===== config.mk =====
export PLATFORM = sky130hd
export DESIGN_NAME = tcdm_initiator_shim
export DESIGN_NICKNAME = d
export VERILOG_FILES = /design/src/rtl/tcdm_initiator_shim.sv
export SDC_FILE = /design/constraint.sdc
export NUM_CORES = 1
export LEC_CHECK = 0
export CAP_MARGIN = 25
export CORE_MARGIN = 10
export CORE_UTILIZATION = 30
export DETAILED_ROUTE_END_ITERATION = 6
export PLACE_DENSITY = 0.5
export SETUP_SLACK_MARGIN = 0.15
export SLEW_MARGIN = 20
export SYNTH_ARGS = -nofsm -noshare
export SYNTH_HDL_FRONTEND = slang
export SYNTH_SLANG_ARGS = --single-unit

===== constraint.sdc =====
create_clock -name clk_i -period 4 [get_ports clk_i]
set_input_delay 1 -clock clk_i [delete_from_list [all_inputs] [get_ports clk_i]]
set_output_delay 1 -clock clk_i [all_outputs]
set_load 0.1 [all_outputs]

===== src/rtl/tcdm_initiator_shim.sv =====
// tcdm_initiator_shim: per-initiator front end for one TCDM interconnect port.
// Turns a core valid/ready request stream into req/gnt handshakes, buffers requests
// and responses, and only issues a request when the response FIFO is sure to have
// room for its reply, because vld/rdata from the interconnect cannot be stalled.
// Optional macro TCDM_SHIM_PERF_EN adds a saturating 32-bit grant-stall counter
// on perf_stall_o; without it the output is tied to zero and no counter exists.
module tcdm_initiator_shim #(
    parameter int AddrWidth   = 32,
    parameter int DataWidth   = 32,
    parameter int BeWidth     = DataWidth / 8,
    parameter int ReqDepth    = 2,
    parameter int RespDepth   = 4,
    parameter int WriteRespOn = 1
) (
    input  logic                 clk_i,
    input  logic                 rst_ni,
    input  logic                 core_req_valid_i,
    output logic                 core_req_ready_o,
    input  logic [AddrWidth-1:0] core_add_i,
    input  logic                 core_wen_i,
    input  logic [DataWidth-1:0] core_wdata_i,
    input  logic [BeWidth-1:0]   core_be_i,
    output logic                 core_rsp_valid_o,
    input  logic                 core_rsp_ready_i,
    output logic [DataWidth-1:0] core_rsp_rdata_o,
    output logic                 tcdm_req_o,
    input  logic                 tcdm_gnt_i,
    output logic [AddrWidth-1:0] tcdm_add_o,
    output logic                 tcdm_wen_o,
    output logic [DataWidth-1:0] tcdm_wdata_o,
    output logic [BeWidth-1:0]   tcdm_be_o,
    input  logic                 tcdm_vld_i,
    input  logic [DataWidth-1:0] tcdm_rdata_i,
    output logic                 err_o,
    output logic [31:0]          perf_stall_o
);
    localparam int CntW    = $clog2(RespDepth + 1);
    localparam int ReqCntW = $clog2(ReqDepth + 1);
    localparam int ReqPtrW = (ReqDepth > 1) ? $clog2(ReqDepth) : 1;
    localparam int RspPtrW = (RespDepth > 1) ? $clog2(RespDepth) : 1;
    localparam int EntW    = AddrWidth + 1 + DataWidth + BeWidth;
    localparam logic WrResp = (WriteRespOn != 0);

    // Request FIFO state
    logic [EntW-1:0]    req_mem [ReqDepth];
    logic [ReqPtrW-1:0] req_wptr_reg, req_rptr_reg;
    logic [ReqCntW-1:0] req_count_reg;
    // Response FIFO state
    logic [DataWidth-1:0] rsp_mem [RespDepth];
    logic [RspPtrW-1:0]   rsp_wptr_reg, rsp_rptr_reg;
    logic [CntW-1:0]      rsp_count_reg;
    logic [CntW-1:0]      inflight_reg;
    logic                 err_reg;

    logic                 req_empty, req_full, req_push, grant, need;
    logic                 rsp_empty, rsp_push, rsp_pop, spurious;
    logic [AddrWidth-1:0] head_add;
    logic                 head_wen;
    logic [DataWidth-1:0] head_wdata;
    logic [BeWidth-1:0]   head_be;
    logic [CntW:0]        credit_sum;

    assign req_empty = (req_count_reg == '0);
    assign req_full  = (req_count_reg == ReqCntW'(ReqDepth));
    assign rsp_empty = (rsp_count_reg == '0);

    assign {head_add, head_wen, head_wdata, head_be} = req_mem[req_rptr_reg];

    // Stores only consume a response slot when the interconnect acknowledges them.
    assign need       = !req_empty && (!head_wen || WrResp);
    assign credit_sum = {1'b0, inflight_reg} + {1'b0, rsp_count_reg} + (CntW + 1)'(need);

    assign core_req_ready_o = !req_full;
    assign req_push         = core_req_valid_i && !req_full;
    assign tcdm_req_o       = !req_empty && (credit_sum <= (CntW + 1)'(RespDepth));
    assign grant            = tcdm_req_o && tcdm_gnt_i;

    // Outputs read as zero while nothing is buffered, so reset leaves them clean.
    assign tcdm_add_o   = req_empty ? '0 : head_add;
    assign tcdm_wen_o   = req_empty ? 1'b0 : head_wen;
    assign tcdm_wdata_o = req_empty ? '0 : head_wdata;
    assign tcdm_be_o    = req_empty ? '0 : head_be;

    // A vld with nothing outstanding is a protocol violation and is dropped.
    assign spurious = tcdm_vld_i && (inflight_reg == '0);
    assign rsp_push = tcdm_vld_i && (inflight_reg != '0);
    assign rsp_pop  = !rsp_empty && core_rsp_ready_i;

    assign core_rsp_valid_o = !rsp_empty;
    assign core_rsp_rdata_o = rsp_empty ? '0 : rsp_mem[rsp_rptr_reg];
    assign err_o            = err_reg;

    // Request FIFO storage write
    always_ff @(posedge clk_i) begin
        if (req_push) req_mem[req_wptr_reg] <= {core_add_i, core_wen_i, core_wdata_i, core_be_i};
    end

    // Response FIFO storage write
    always_ff @(posedge clk_i) begin
        if (rsp_push) rsp_mem[rsp_wptr_reg] <= tcdm_rdata_i;
    end

    // Request FIFO pointers and occupancy
    always_ff @(posedge clk_i or negedge rst_ni) begin
        if (!rst_ni) begin
            req_wptr_reg  <= '0;
            req_rptr_reg  <= '0;
            req_count_reg <= '0;
        end else begin
            if (req_push)
                req_wptr_reg <= (req_wptr_reg == ReqPtrW'(ReqDepth - 1)) ? '0 : req_wptr_reg + ReqPtrW'(1);
            if (grant)
                req_rptr_reg <= (req_rptr_reg == ReqPtrW'(ReqDepth - 1)) ? '0 : req_rptr_reg + ReqPtrW'(1);
            case ({req_push, grant})
                2'b10:   req_count_reg <= req_count_reg + ReqCntW'(1);
                2'b01:   req_count_reg <= req_count_reg - ReqCntW'(1);
                default: req_count_reg <= req_count_reg;
            endcase
        end
    end

    // Response FIFO pointers, occupancy, in-flight credits and sticky error
    always_ff @(posedge clk_i or negedge rst_ni) begin
        if (!rst_ni) begin
            rsp_wptr_reg  <= '0;
            rsp_rptr_reg  <= '0;
            rsp_count_reg <= '0;
            inflight_reg  <= '0;
            err_reg       <= 1'b0;
        end else begin
            if (rsp_push)
                rsp_wptr_reg <= (rsp_wptr_reg == RspPtrW'(RespDepth - 1)) ? '0 : rsp_wptr_reg + RspPtrW'(1);
            if (rsp_pop)
                rsp_rptr_reg <= (rsp_rptr_reg == RspPtrW'(RespDepth - 1)) ? '0 : rsp_rptr_reg + RspPtrW'(1);
            case ({rsp_push, rsp_pop})
                2'b10:   rsp_count_reg <= rsp_count_reg + CntW'(1);
                2'b01:   rsp_count_reg <= rsp_count_reg - CntW'(1);
                default: rsp_count_reg <= rsp_count_reg;
            endcase
            case ({grant && need, rsp_push})
                2'b10:   inflight_reg <= inflight_reg + CntW'(1);
                2'b01:   inflight_reg <= inflight_reg - CntW'(1);
                default: inflight_reg <= inflight_reg;
            endcase
            if (spurious) err_reg <= 1'b1;
        end
    end

`ifdef TCDM_SHIM_PERF_EN
    logic [31:0] perf_stall_reg;

    // Count cycles where a request waits for grant, saturating at all-ones.
    always_ff @(posedge clk_i or negedge rst_ni) begin
        if (!rst_ni) begin
            perf_stall_reg <= '0;
        end else if (tcdm_req_o && !tcdm_gnt_i && (perf_stall_reg != 32'hFFFF_FFFF)) begin
            perf_stall_reg <= perf_stall_reg + 32'd1;
        end
    end

    assign perf_stall_o = perf_stall_reg;
`else
    assign perf_stall_o = '0;
`endif
endmodule


# [After elaboration in Yosys (flattened, before gate mapping)]
# Memories as Yosys holds them, arrays and structs flattened.
# Index checks and enable logic that the tools add are counted.
# Widths: inputs -> output; s select.
[word_totals] mem_bits_ro=0 regBits=15 latchBits=0 out_inout_bits=137 elab_cells=65 memories=2 ramBits=266 inputBits=107
[memory_table] name="req_mem" depth=2 width=69 rd=1 rd_clocked_by_memory_dff=0 wr=1 line_no="45" source="logic [EntW-1:0] req_mem [ReqDepth];"
[memory_table] name="rsp_mem" depth=4 width=32 rd=1 rd_clocked_by_memory_dff=0 wr=1 line_no="49" source="logic [DataWidth-1:0] rsp_mem [RespDepth];"
[classes] shift=0 addsub=12 n_bitwise=0 multipliers=0 mux=16 eq_ne=9 reduce_logical=17 div=0 n_lt_le_gt_ge=1
[op_table] op="$mux 32" n=3
[op_table] op="$eq 2x2->1 const B" n=6
[op_table] op="$pmux 3 s2" n=2
[op_table] op="$logic_and 1x1->1" n=7
[op_table] op="$mux 1" n=7
[op_table] op="$add 2x1->2 const B" n=3
[op_table] op="$add 3x1->3 const B" n=2
[op_table] op="$eq 2x1->1 const B" n=3
[op_table] op="$logic_not 3->1" n=2
[op_table] op="$reduce_bool 2->1" n=3
[op_table] op="$sub 3x1->3 const B" n=2
[op_table] op="$add 3x3->4" n=1
[op_table] op="$add 4x1->4" n=1
[op_table] op="$le 4x3->1 const B" n=1
[op_table] op="$mux 2" n=2
[op_table] op="$mux 4" n=1
[op_table] op="$pmux 2 s2" n=1
[op_table] op="$logic_not 1->1" n=3
[op_table] op="$reduce_bool 3->1" n=1
[op_table] op="$add 1x1->1 const B" n=2
[op_table] op="$logic_not 2->1" n=1
[op_table] op="$sub 2x1->2 const B" n=1

# [Depth between registers and ports, before layout]
[depth] ltp_word=9 mapped_depth=15 ltp_nobuf=13

# [Least setup slack after synthesis]
# No wires, ideal clock.
[synth_timing] kind="register to output" start="register req_count_reg[0]" end="output port tcdm_req_o" path_buffers=2 setup_slack_ns=-1.177 stages_incl_launch_ff=10 t_required_ns=3.000 arrival_ns=4.177 cell_sequence="dfrtp_1 -> nor2_1 -> clkbuf_1 -> buf_2 -> inv_1 -> fa_1 -> fa_1 -> xnor2_1 -> o22ai_1 -> nor3_1"
[synth_via] elab_chain_cells=5
[synth_lines] element="start, declared" line_no="47" source="logic [ReqCntW-1:0] req_count_reg;"
[synth_lines] element="start signal, assigned" line_no="115" source="2'b10: req_count_reg <= req_count_reg + ReqCntW'(1);"
[synth_lines] element="start signal, assigned" line_no="116" source="2'b01: req_count_reg <= req_count_reg - ReqCntW'(1);"
[synth_lines] element="start signal, assigned" line_no="117" source="default: req_count_reg <= req_count_reg;"
[synth_lines] element="$logic_not 2->1 (*)" line_no="63" source="assign req_empty = (req_count_reg == '0);"
[synth_lines] element="$logic_not 1->1 (*)" line_no="70, 75"
[synth_lines] element="$add 4x1->4" line_no="71" source="assign credit_sum = {1'b0, inflight_reg} + {1'b0, rsp_count_reg} + (CntW + 1)'(need);"
[synth_lines] element="$le 4x3->1" line_no="75" source="assign tcdm_req_o = !req_empty && (credit_sum <= (CntW + 1)'(RespDepth));"
[synth_lines] element="$logic_and 1x1->1 (*)" line_no="75"
[synth_lines] element="end, declared" line_no="26" source="output logic tcdm_req_o,"
# Mark *: on every way between the ends. The rest lies on a longest branch, timed or not.

# [Final worst setup path]
# Same ends and word-level chain as after synthesis.

==> reports/summary.txt <==
Vias in the first global route -> 6235
Post-CTS resize count -> 0
Crit path depth -> 8
DP Area -> 13990 sq um
F_max -> 270.1 MHz
Setup ws final -> 0.2983 ns
Register clock-pin slew on the reported worst setup and hold paths -> 0.06 ns
Final Util -> 40.67%
FF-to-FF setup slack -> 0.94 ns
Required time worst endpoint -> 3.00 ns
I/O pin cnt -> 244
Crit path top cell by count -> fa_1
First-pass GRT wire length -> 37.93 mm
DIE WIDTH -> 213.9 um
Final Hold Fails -> 0
Buf/Inv on CP -> 2
Clock sink count -> 281
Syn Area/Cell -> 18.24 sq um
Sequential-to-total area share from yosys stat -> 74.18%
Detailed-placement wirelength estimate -> 16.59 mm
Via density -> 4.238
Setup violators final -> 0
Critical Path Sink Type -> output port
Pre-Repair DR Iteration Count -> 4
Area Overhead vs Synth -> 33.01%
Routed Antenna Nets -> 0
Hold crit path type -> reg -> reg
Initial Util -> 30.57%
CP Class -> reg -> out
Placer Congestion -> 0.6926
Post-Syn Instances -> 618
Register Area -> 8369 sq um
Filler cells -> 3387
Nets -> 969
Number of flip-flops in the largest register -> 138
Gr usage total -> 10.75%
Post-DR wirelength/cell -> 18.39 um
Startpoint types -> register
Port-buffer cells -> 211
Max FO, Critical Path -> 4
Largest reg by FF count -> req_mem
Clk_skew -> 0.01012 ns
Max-slew violations -> 0
R2R cell count -> 13
Top delay family on crit path -> adder cells
CP Data Arrival Time -> 2.70 ns
Crit path launch -> req_count_reg[0]$_DFFE_PN0P_
Rows -> 70
Pin count of the biggest net entering global routing -> 75
DR iter-0 viols -> 222
Core Area -> 36870 sq um
H-tree levels -> 1
Worst setup path end -> tcdm_req_o
CP Cell Sequence -> nor2_4, inv_1, fa_1, fa_1, xnor2_2, o22ai_2, nor3_4, buf_12
Slowest stage cell on the critical path -> dfrtp_1
Initial antenna violation count -> 4
Die area -> 45730 sq um
Clk root buf -> clkbuf_16
Worst slack at placement -> 0.8027 ns
Fin area -> 14990 sq um
Vert. Die Dim -> 213.9 um
Synth Register Bits -> 281
R2r endpoint -> inflight_reg[2]$_DFFE_PN0P_
Synth cell types -> 34
Fraction of layout cells with a size suffix above 1 -> 24.23%
Worst r2r src -> req_count_reg[0]$_DFFE_PN0P_
Synth Cell Area -> 11270 sq um
Vias post-DR -> 5832
WL final -> 25.31 mm
Num CTS Buffers -> 31
Fin crit share -> 92.54%
Worst-Margin Slew -> 1.018 ns
Multi-input logic area -> 2610 sq um
Hold buffers post-CTS -> 0
Slew HR -> 31.95%
Outcome -> finished, final reports clean
Crit-path max cell delay -> 0.45 ns
Post-CTS setup buffers -> 0
RSZ-0062 raised after global routing -> no
# DRC -> 0
Biggest registers after layout -> req_mem: 138 flops, rsp_mem: 128 flops
Worst hold slack -> 0.4583 ns
Clock latency on the worst-skew pair -> 0.55 ns
Clk buf depth -> 3
Overflow after GRT -> 0
Maxcap violations -> 0
YS warnings -> 0
Period minus WS final -> 3.702 ns
CTS tree -> done
cells in the mapped netlist, drive strengths merged:
master	count	area, sq um
dfrtp	15	375.4
o22ai	1	6.260
and2	37	234.0
a21o	1	7.510
xor2	5	43.79
inv	11	41.29
conb	1	3.750
or3	3	23.77
o22a	1	8.760
ha	10	125.1
mux2	4	52.55
a21oi	1	5.000
and3	1	6.260
nor2	77	289.0
xnor2	6	52.55
nand2b	2	12.51
nor2b	1	6.260
fa	4	80.08
o21ai	2	10.01
nand2	2	7.510
mux2i	71	710.7
clkbuf	5	18.77
edfxtp	266	7988
buf	55	406.6
mux4	32	735.7
o211ai	1	7.510
nor3	3	15.01
routing by layer:
layer	routed length [um]	up-vias	GRT usage, %
met2	10980	190	15.86
li1	-	2722	-
met5	24	-	0
met4	498	4	3.104
met3	2703	41	4.993
met1	11100	2875	13.85
cell type report:
class | count | area share, %
inverter | 11 | 0.2754
antenna | 1 | 0.01669
clock inverter | 18 | 0.9596
multi-input combinational | 297 | 17.41
clock buffer | 38 | 5.549
tap | 504 | 4.206
timing repair buffer | 226 | 15.77
sequential | 281 | 55.82
metrics by stage:
stage / setup TNS [ns] / instances
floorplan: -0.3475 / 649
CTS: 0 / 1375
detailed placement: 0 / 1319
finish: 0 / 1376
global route: 0 / 1375
global placement: 0 / 1319
cell usage in the layout (no fill, tap or decap), types with 12 or more instances in the layout:
master | Yosys | layout
buf_12 | 3 | 32
and2_1 | 36 | 32
conb_1 | 1 | 32
buf_4 | 32 | 87
mux2i_1 | 71 | 71
clkdlybuf4s50_1 | 0 | 107
dfrtp_1 | 15 | 12
edfxtp_1 | 266 | 266
clkbuf_16 | 0 | 31
nor2_1 | 77 | 75
mux4_2 | 28 | 28
kinds of logic (layout without fill, tap and decap cells):
logic type,Yosys count,count (layout),synth area share (%)
buf+inv,71,293,4.140
other cells,1,33,0.03326
compound gates,7,7,0.3996
mux,107,107,13.30
flops,281,281,74.18
fa+ha+maj,14,14,1.820
simple gates,126,126,5.272
xor+xnor,11,11,0.8546
worst min-delay path by stage:
| stage | from | to | slack, ns | depth (start not counted) |
|---|---|---|---|---|
| detailed placement | err_o$_DFFE_PN0P_ | err_o$_DFFE_PN0P_ | 0.45 | 1 |
| global placement | err_o$_DFFE_PN0P_ | err_o$_DFFE_PN0P_ | 0.44 | 1 |
| global route | err_o$_DFFE_PN0P_ | err_o$_DFFE_PN0P_ | 0.49 | 1 |
| finish | err_o$_DFFE_PN0P_ | err_o$_DFFE_PN0P_ | 0.46 | 1 |
| CTS | err_o$_DFFE_PN0P_ | err_o$_DFFE_PN0P_ | 0.46 | 1 |
| floorplan | req_count_reg[1]$_DFFE_PN0P_ | req_count_reg[1]$_DFFE_PN0P_ | 0.46 | 1 |
Power is left out: the tool's default activity adds up to more than one toggle a clock period on the data nets, which glitch-free logic cannot reach.
